File: src/rtl/video_timing_detector.sv
// rtl/video_timing_detector.sv - measures sync timing and locks once consecutive frames agree
// Build option VTD_POLARITY_DETECT_EN: learn each sync polarity instead of assuming active-low.
module video_timing_detector #(
  parameter int C_COUNTER_WIDTH = 12,
  parameter int C_LOCK_FRAMES   = 2,
  parameter int C_USE_BLANKING  = 1
) (
  input  logic                       i_Clk,
  input  logic                       i_Rst,
  input  logic                       i_nHSync,
  input  logic                       i_nVSync,
  input  logic                       i_HBlank,
  input  logic                       i_VBlank,
  output logic                       o_Locked,
  output logic [C_COUNTER_WIDTH-1:0] o_Width,
  output logic [C_COUNTER_WIDTH-1:0] o_Height,
  output logic [C_COUNTER_WIDTH-1:0] o_LineTotal,
  output logic [C_COUNTER_WIDTH-1:0] o_FrameTotal,
  output logic                       o_NewFrame
);
  localparam int W = C_COUNTER_WIDTH;
  localparam logic [W-1:0] ALL_ONES = '1;
  localparam logic [W-1:0] LOCK_N   = W'(C_LOCK_FRAMES);

  typedef enum logic [1:0] {UNLOCKED, ACQUIRE, LOCKED} state_t;

  logic [1:0] sync_raw, act, act_q;
  logic       pol_change;
  assign sync_raw = {i_nVSync, i_nHSync};

`ifdef VTD_POLARITY_DETECT_EN
  logic [1:0]   pol, pol_nxt, raw_q, seen;
  logic [W-1:0] hi_cnt [2];
  logic [W-1:0] lo_cnt [2];

  always_comb begin
    pol_nxt = pol;
    for (int i = 0; i < 2; i++)
      if (sync_raw[i] && !raw_q[i] && seen[i]) pol_nxt[i] = (hi_cnt[i] < lo_cnt[i]);
  end

  // A period closes at each rising level; the first one after reset is partial and only arms seen.
  always_ff @(posedge i_Clk) begin
    if (i_Rst) begin
      pol   <= '0;
      raw_q <= '1;
      seen  <= '0;
      for (int i = 0; i < 2; i++) begin
        hi_cnt[i] <= '0;
        lo_cnt[i] <= '0;
      end
    end else begin
      pol   <= pol_nxt;
      raw_q <= sync_raw;
      for (int i = 0; i < 2; i++) begin
        if (sync_raw[i] && !raw_q[i]) begin
          seen[i]   <= 1'b1;
          hi_cnt[i] <= W'(1);
          lo_cnt[i] <= '0;
        end else if (sync_raw[i]) begin
          if (hi_cnt[i] != ALL_ONES) hi_cnt[i] <= hi_cnt[i] + 1'b1;
        end else if (lo_cnt[i] != ALL_ONES) begin
          lo_cnt[i] <= lo_cnt[i] + 1'b1;
        end
      end
    end
  end

  assign pol_change = (pol_nxt != pol);
  assign act        = ~(sync_raw ^ pol);
`else
  assign pol_change = 1'b0;
  assign act        = ~sync_raw;
`endif

  state_t       state;
  logic         hs_edge, vs_edge, timeout, s_valid, match_stored, match_pub;
  logic [W-1:0] line_cnt, line_nxt, act_cnt, match_cnt;
  logic [W-1:0] f_lines, f_act_lines, f_max_act, f_line_total;
  logic [W-1:0] c_lines, c_act_lines, c_max_act, c_line_total;
  logic [W-1:0] m_width, m_height, s_width, s_height, s_ltotal, s_ftotal;

  assign vs_edge = o_NewFrame;

  // Closing-frame view: a same-cycle hsync edge still belongs to the frame being closed.
  always_comb begin
    line_nxt     = (line_cnt == ALL_ONES) ? line_cnt : line_cnt + 1'b1;
    timeout      = !hs_edge && (line_nxt == ALL_ONES);
    c_lines      = f_lines;
    c_act_lines  = f_act_lines;
    c_max_act    = f_max_act;
    c_line_total = f_line_total;
    if (hs_edge) begin
      c_lines      = f_lines + 1'b1;
      c_line_total = line_cnt;
      if (act_cnt != '0) c_act_lines = f_act_lines + 1'b1;
      if (act_cnt > f_max_act) c_max_act = act_cnt;
    end
    m_width      = (C_USE_BLANKING != 0) ? c_max_act : c_line_total;
    m_height     = (C_USE_BLANKING != 0) ? c_act_lines : c_lines;
    match_stored = s_valid && (m_width == s_width) && (m_height == s_height) &&
                   (c_line_total == s_ltotal) && (c_lines == s_ftotal);
    match_pub    = (m_width == o_Width) && (m_height == o_Height) &&
                   (c_line_total == o_LineTotal) && (c_lines == o_FrameTotal);
  end

  always_ff @(posedge i_Clk) begin
    if (i_Rst) begin
      act_q        <= '0;
      hs_edge      <= 1'b0;
      o_NewFrame   <= 1'b0;
      line_cnt     <= '0;
      act_cnt      <= '0;
      f_lines      <= '0;
      f_act_lines  <= '0;
      f_max_act    <= '0;
      f_line_total <= '0;
    end else begin
      act_q      <= act;
      hs_edge    <= act[0] & ~act_q[0];
      o_NewFrame <= act[1] & ~act_q[1];
      line_cnt   <= hs_edge ? W'(1) : line_nxt;
      if (hs_edge) act_cnt <= W'(!i_HBlank && !i_VBlank);
      else if (!i_HBlank && !i_VBlank && act_cnt != ALL_ONES) act_cnt <= act_cnt + 1'b1;
      f_lines      <= vs_edge ? '0 : c_lines;
      f_act_lines  <= vs_edge ? '0 : c_act_lines;
      f_max_act    <= vs_edge ? '0 : c_max_act;
      f_line_total <= vs_edge ? '0 : c_line_total;
    end
  end

  always_ff @(posedge i_Clk) begin
    if (i_Rst) begin
      state        <= UNLOCKED;
      o_Locked     <= 1'b0;
      match_cnt    <= '0;
      s_valid      <= 1'b0;
      s_width      <= '0;
      s_height     <= '0;
      s_ltotal     <= '0;
      s_ftotal     <= '0;
      o_Width      <= '0;
      o_Height     <= '0;
      o_LineTotal  <= '0;
      o_FrameTotal <= '0;
    end else if (timeout || pol_change) begin
      state    <= UNLOCKED;
      o_Locked <= 1'b0;
    end else if (vs_edge) begin
      case (state)
        UNLOCKED: begin
          state     <= ACQUIRE;
          match_cnt <= '0;
          s_valid   <= 1'b0;
        end
        ACQUIRE: begin
          s_valid  <= 1'b1;
          s_width  <= m_width;
          s_height <= m_height;
          s_ltotal <= c_line_total;
          s_ftotal <= c_lines;
          if (!match_stored) begin
            match_cnt <= '0;
          end else begin
            match_cnt <= match_cnt + 1'b1;
            if (match_cnt + 1'b1 >= LOCK_N) begin
              state        <= LOCKED;
              o_Locked     <= 1'b1;
              o_Width      <= m_width;
              o_Height     <= m_height;
              o_LineTotal  <= c_line_total;
              o_FrameTotal <= c_lines;
            end
          end
        end
        default: begin
          if (!match_pub) begin
            state     <= ACQUIRE;
            o_Locked  <= 1'b0;
            match_cnt <= '0;
            s_valid   <= 1'b1;
            s_width   <= m_width;
            s_height  <= m_height;
            s_ltotal  <= c_line_total;
            s_ftotal  <= c_lines;
          end
        end
      endcase
    end
  end
endmodule

File: config.mk
export PLATFORM = sky130hd
export DESIGN_NAME = video_timing_detector
export DESIGN_NICKNAME = d
export VERILOG_FILES = /design/src/rtl/video_timing_detector.sv
export SDC_FILE = /design/constraint.sdc
export NUM_CORES = 1
export LEC_CHECK = 0
export CORE_MARGIN = 2
export CORE_UTILIZATION = 47
export CTS_BUF_LIST = sky130_fd_sc_hd__clkbuf_2
export DETAILED_ROUTE_END_ITERATION = 8
export GPL_TIMING_DRIVEN = 0
export HOLD_SLACK_MARGIN = 0.12
export PLACE_DENSITY_LB_ADDON = 0.05
export SLEW_MARGIN = 40
export SYNTH_ARGS = -nofsm -noshare
export SYNTH_HDL_FRONTEND = slang
export SYNTH_SLANG_ARGS = --single-unit
File: constraint.sdc
create_clock -name i_Clk -period 6.2 [get_ports i_Clk]
set_input_delay 0.93 -clock i_Clk [delete_from_list [all_inputs] [get_ports i_Clk]]
set_output_delay 0.93 -clock i_Clk [all_outputs]
set_load 0.005 [all_outputs]
==> reports/summary.txt <==
Outcome - complete, no violations
Area of the die - 24700 um^2
# port buffers - 54
Fin crit share - 83.0%
Worst path cell trace - inv_1, ha_1, nand4_1, o31ai_2, clkbuf_1, nor4_1, a311oi_1, nand4_1, a2111oi_1, and4_4, nand3_2, buf_6, buf_6, mux2_4
Post-Syn Area - 11000 um^2
Number of max-cap violations - 0
Tightest Pin Transition - 0.875 ns
Post-synthesis average cell area - 8.39 um^2
PD cells - 171 nW/um^2
First-pass GRT wire length - 58.8 mm
Setup TNS - 0 ns
Pleak - 4.39 nW
Fmax - 194 MHz
Most common cell after layout, fill and taps aside - dfxtp_1
Critical Path AT - 5.88 ns
Register area share after synthesis - 34.1%
Die width - 157 um
Startpoint Class - flip-flop
Top Usage Layer GRT - met2
Mapped Cells - 1317
Initial Utilization - 47.5%
Kind of critical path - flip-flop to flip-flop
RSZ-0062 raised after global routing - false
Setup Fix Bufs, Post-CTS - 0
Fin. max-slew vios - 0
Slew Limit Headroom - 40.9%
Minimum clock period - 5.15 ns
Yosys reg bits - 188
Worst path top cell family by delay - compound AO/OA/AOI/OAI gates
Main synth FF type - dfxtp_1
Pre-CTS WS - 1.29 ns
CTS tree - done
Post-synthesis cell type count - 85
Share of cells above drive strength 1 - 9.12%
Routed WL per cell - 22.7 um
First DRT Iteration DRCs - 709
Post-route ant nets - 0
Worst path required time - 6.93 ns
Hold Slack - 0.408 ns
RePlAce Congestion - 0.994
PostCTS Resize Cnt - 0
Fin area - 12300 um^2
Util after Layout - 52.7%
Yosys warning count - 0
Most frequent cells in the layout - 188 x dfxtp_1, 168 x nor2_1, 84 x a21oi_1, 72 x xnor2_1
Tot GR Track Use - 32.2%
Sink Count - 188
Final hold vios - 0
CTS H-tree depth - 4
Placed cells - 1690
Largest net degree at the start of global routing - 20
Clk Tree Root Cell - clkbuf_2
Crit path largest cell delay - 0.72 ns
Area grow syn2layout - 11.0%
GR Util met3 - 5.40%
DR pass1 iterations - 5
Ys async rst share - 0%
Final setup viols - 0
Vias in the first global route - 9609
Post-cts hold buffer count - 0
PnR worst setup slack - 1.05 ns
Worst flop-to-flop path startpoint - act_cnt[0]$_SDFFE_PP0P_
DR vias/cell - 5.89
Post-synth top area share - 34.1%
Wirelength, routed - 39.1 mm
I/O Pins - 56
Tot Pwr - 2.10 mW
Biggest area consumer among synthesized cells - dfxtp_1
Longest Clk Path Bufs - 2
Initial antenna violation count - 1
HP Class - flip-flop to flip-flop
GRT overflow - 0
Residual DRC - 0
Core Footprint - 23300 um^2
HPWL reported at the end of detailed placement - 29.6 mm
Worst path slowest cell - a2111oi_1
R2R setup slack - 1.05 ns
Area after DPL - 12000 um^2
Number of synthesized flops with an enable pin - 0
Setup Skew - 0.0629 ns
Syn_nets - 1342
Kind of end point of the critical path - flip-flop
Nets - 1415
Final Non-Filler Cells - 1723
GR Util met1 - 41.9%
Worst-Skew Late Latency - 0.81 ns
CP bufs+invs - 4
Std cell rows - 56
CTS clk-pin slew, worst paths - 0.33 ns
HP Start - act_q[0]$_SDFF_PP0_
Chip height - 157 um
CTS Buf Count - 17
CP max FO - 10
Met2 Use GR - 51.3%
Area contributors post-synth - dfxtp_1 34%, nor2_1 5.7%, xnor2_1 5.7%
CP Launch Point - act_cnt[0]$_SDFFE_PP0P_
Max IR drop VDD - 0.000140 V
Total number of vias - 10200
cells by family (layout without fill, tap and decap cells):
family / Yosys count / after routing / share of synthesized area (%)
multiplexers: 68 / 68 / 6.91
adder cells (fa/ha/maj): 19 / 19 / 2.15
flip-flops: 188 / 188 / 34.1
other: 0 / 1 / 0
buffers and inverters: 142 / 228 / 5.36
XOR/XNOR: 125 / 125 / 11.0
AND/OR/NAND/NOR: 483 / 483 / 22.2
AO/OA/AOI/OAI: 292 / 292 / 18.3
cells in the mapped netlist, types with 5 or more instances:
| cell type | instances |
|---|---|
| dfxtp_1 | 188 |
| nor2_1 | 168 |
| a21oi_1 | 85 |
| xnor2_1 | 72 |
| clkbuf_1 | 71 |
| nand2_1 | 70 |
| a211oi_1 | 52 |
| xor2_1 | 45 |
| inv_1 | 44 |
| nor2b_1 | 38 |
| o21ai_0 | 32 |
| mux2_2 | 30 |
| nand3_1 | 30 |
| mux2i_1 | 29 |
| nand4_1 | 29 |
| nor3_1 | 25 |
| nand2b_1 | 24 |
| ha_1 | 19 |
| nor4_1 | 19 |
| a31oi_1 | 17 |
| or2_2 | 17 |
| a311oi_1 | 11 |
| buf_2 | 11 |
| and3_1 | 10 |
| mux2_4 | 9 |
| o211ai_1 | 9 |
| or3_1 | 9 |
| buf_1 | 8 |
| o31ai_1 | 7 |
| a221oi_1 | 6 |
| a41oi_1 | 6 |
| and2_1 | 6 |
| nor3b_1 | 6 |
| o2111ai_1 | 6 |
| o22ai_1 | 6 |
| xnor3_1 | 6 |
| o41ai_1 | 5 |
| or4_1 | 5 |
where the power goes:
part           internal, mW  switching (mW)  total (mW)
sequential             1.23          0.0128        1.24
clock                 0.131           0.502       0.633
combinational        0.0629           0.163       0.225
total                  1.42           0.677        2.10
path summary, 6_finish.rpt:
check                                  to  cells past startpoint
hold / removal         hs_edge$_SDFF_PP0_                      1
setup reg to reg  o_Width[2]$_SDFFE_PP0P_                     14
hold reg to reg        hs_edge$_SDFF_PP0_                      1
setup / recovery  o_Width[2]$_SDFFE_PP0P_                     14
final cells by class:
type	count	area, um^2
fill	2333	11000
multi-input combinational	987	6720
sequential	188	3760
timing repair buffer	54	541
buffer	98	428
tap	319	399
inverter	44	165
clock inverter	15	154
clock buffer	17	85.1
antenna	1	2.50
state kept, by name (all words and copies together) (netlist names), 2 cells and up:
signal / count
s_height: 12
act_cnt: 12
state: 2
line_cnt: 12
f_max_act: 12
o_Width: 12
s_ftotal: 12
o_Height: 12
o_LineTotal: 12
f_line_total: 12
f_act_lines: 12
o_FrameTotal: 12
s_width: 12
act_q: 2
match_cnt: 12
f_lines: 12
s_ltotal: 12
layer usage:
layer / part of all wire (%) / vias up
met2: 46 / 401
met5: 0 / -
met4: 4.8 / 0
met3: 6.4 / 86
li1: - / 4869
met1: 43 / 4794
Note: power is estimated with default switching activity, not from simulation.
==> edit (same flow settings) <==
Register the output `o_FrameTotal` once more, cleared by the reset; this adds one clock of latency there. The other outputs are not delayed to match.
--- a/src/rtl/video_timing_detector.sv
+++ b/src/rtl/video_timing_detector.sv
@@ -25,4 +25,6 @@
   typedef enum logic [1:0] {UNLOCKED, ACQUIRE, LOCKED} state_t;
 
+  logic [C_COUNTER_WIDTH-1:0] o_FrameTotal_s0;
+
   logic [1:0] sync_raw, act, act_q;
   logic       pol_change;
@@ -102,5 +104,5 @@
                    (c_line_total == s_ltotal) && (c_lines == s_ftotal);
     match_pub    = (m_width == o_Width) && (m_height == o_Height) &&
-                   (c_line_total == o_LineTotal) && (c_lines == o_FrameTotal);
+                   (c_line_total == o_LineTotal) && (c_lines == o_FrameTotal_s0);
   end
 
@@ -143,5 +145,5 @@
       o_Height     <= '0;
       o_LineTotal  <= '0;
-      o_FrameTotal <= '0;
+      o_FrameTotal_s0 <= '0;
     end else if (timeout || pol_change) begin
       state    <= UNLOCKED;
@@ -170,5 +172,5 @@
               o_Height     <= m_height;
               o_LineTotal  <= c_line_total;
-              o_FrameTotal <= c_lines;
+              o_FrameTotal_s0 <= c_lines;
             end
           end
@@ -189,4 +191,12 @@
     end
   end
+  always_ff @(posedge i_Clk) begin
+    if (i_Rst) begin
+      o_FrameTotal <= '0;
+    end else begin
+      o_FrameTotal <= o_FrameTotal_s0;
+    end
+  end
+
 endmodule
 
Function: same outputs for any inputs over 4 cycles, from zero or initial values and one cycle with i_Rst high; that may be too few to reach the edited logic, so the function may still have changed.
==> edit against the original RTL <==
Sequential cell count increased by 12. Final cell count decreased by 0.17%. Area after synthesis decreased by 0.28%. Routed wire length decreased by 3.2%. Largest power group unchanged. Highest routed layer is now met5. Core utilization increased by 0.31 points. Setup slack got worse by 510 ps. Critical endpoint is now s_width[10]. Final area increased by 0.59%. Clock skew decreased by 3.4 ps. Total power increased by 11%.
==> edit: results (changes against the original RTL) <==
outcome completed; share of power burned in the clock network 0.341 (+0.039); Compound-Gate Fraction of Synth Area 0.150 (-0.0332); antenna violations before repair 2 (+1); count of synthesis-stage warnings from yosys 0 (unchanged); Routability Congestion 0.981 (-1.3%); static leakage power 0.00462 uW (+5.4%); clock slew seen by the registers of the worst setup and hold paths 360 ps (+30 ps); Top Family by Delay on Critical Path buffers and inverters; H-tree lvl count 4 (unchanged); number of buffers on the longest clock path 2 (unchanged); tightest slew margin relative to the limit 0.410 (+0.000688); Post-Synth Adder-Cell Area 0.0216 (+0.0000611); total via count after detailed routing 9,985 (-1.6%); overall power of the completed layout 2330 uW (+11%); half-perimeter wire length of the detailed placement result 28.7 mm (-3.1%); peak supply drop 0.158 mV (+13%); first-pass GRT wire length 56.8 mm (-3.5%); multiplexer share of the synthesized area 0.0672 (-0.00185); combined global-route utilization of all metal layers 0.311 (-0.0109); Commonest cells post-synth sky130_fd_sc_hd__dfxtp_1 (200), sky130_fd_sc_hd__nor2_1 (198), sky130_fd_sc_hd__inv_1 (84); post-DR wirelength/cell 22.0 um (-3.0%); TritonCTS Buffers 17 (unchanged); top cells by area in the synthesized netlist sky130_fd_sc_hd__dfxtp_1 (36%), sky130_fd_sc_hd__nor2_1 (6.7%), sky130_fd_sc_hd__mux2i_1 (6.7%); WL final 37.9 mm (-3.2%); CTS root buf sky130_fd_sc_hd__clkbuf_2; largest clock skew in the final design 59.5 ps (-3.39 ps); Crit path arrival time 6410 ps (+530 ps); layout cell share with drive strength beyond 1 0.0507 (-0.0405); DRC marker count from the first detailed-route iteration 859 (+21%); number of iterations in the first detailed-routing pass 6 (+1); post-CTS setup buffers 0 (unchanged); area post-placement 12,000 um2 (-0.17%); sequential cell area fraction in the yosys report 0.364 (+0.0228); Hold WC Path Type reg2reg; Placed Instances 1,687 (-0.18%); number of nets in the layout 1,412 (-0.21%); critical path peak fanout 10 (unchanged); number of buffers added on ports 55 (+1.9%); Unique masters post-synth 75 (-12%); net switching power of the design 747 uW (+10%); clock latency reported for the late side of the worst-skew pair 860 ps (+50 ps); synthesized area per cell 8.39 um2 (about the same); library cell contributing the largest single delay on the critical path sky130_fd_sc_hd__nor4_2; highest cell delay on the worst timing path 650 ps (-70 ps); post-cts gate resize count 0 (unchanged); Setup violations, final 0 (unchanged); pin count of the biggest net entering global routing 24 (+20%); Post-Place Setup Slack 747 ps (-544 ps); Syn Nets 1,338 (-0.30%); Combinational Power Share 0.090 (-0.017); Post-Synth XOR/XNOR Area 0.105 (-0.00480); vias in the first global route 9,228 (-4.0%); FFs w/ async S/R, synth 0 (unchanged)
[edit: cell type report]
cell class                 count  area, um2
antenna                        1       2.50
multi-input combinational    958       6430
timing repair buffer          55        551
buffer                        71        313
clock buffer                  17       85.1
fill                        2327      10900
clock inverter                15        233
inverter                      84        315
tap                          319        399
sequential                   200       4000
[edit: routing by layer]
metal	GRT usage	share of wire	up-vias
met5	0	0.00071	-
met4	0.0844	0.025	4
met3	0.0619	0.071	68
met2	0.495	0.45	351
met1	0.430	0.45	4779
li1	-	-	4783
[edit: worst paths after layout]
check             slack [ps]  depth (start not counted)          end     start
hold reg to reg          410                          1   o_NewFrame  act_q[1]
setup reg to reg         540                         14  s_width[10]   hs_edge
setup / recovery         540                         14  s_width[10]   hs_edge
hold / removal           410                          1   o_NewFrame  act_q[1]
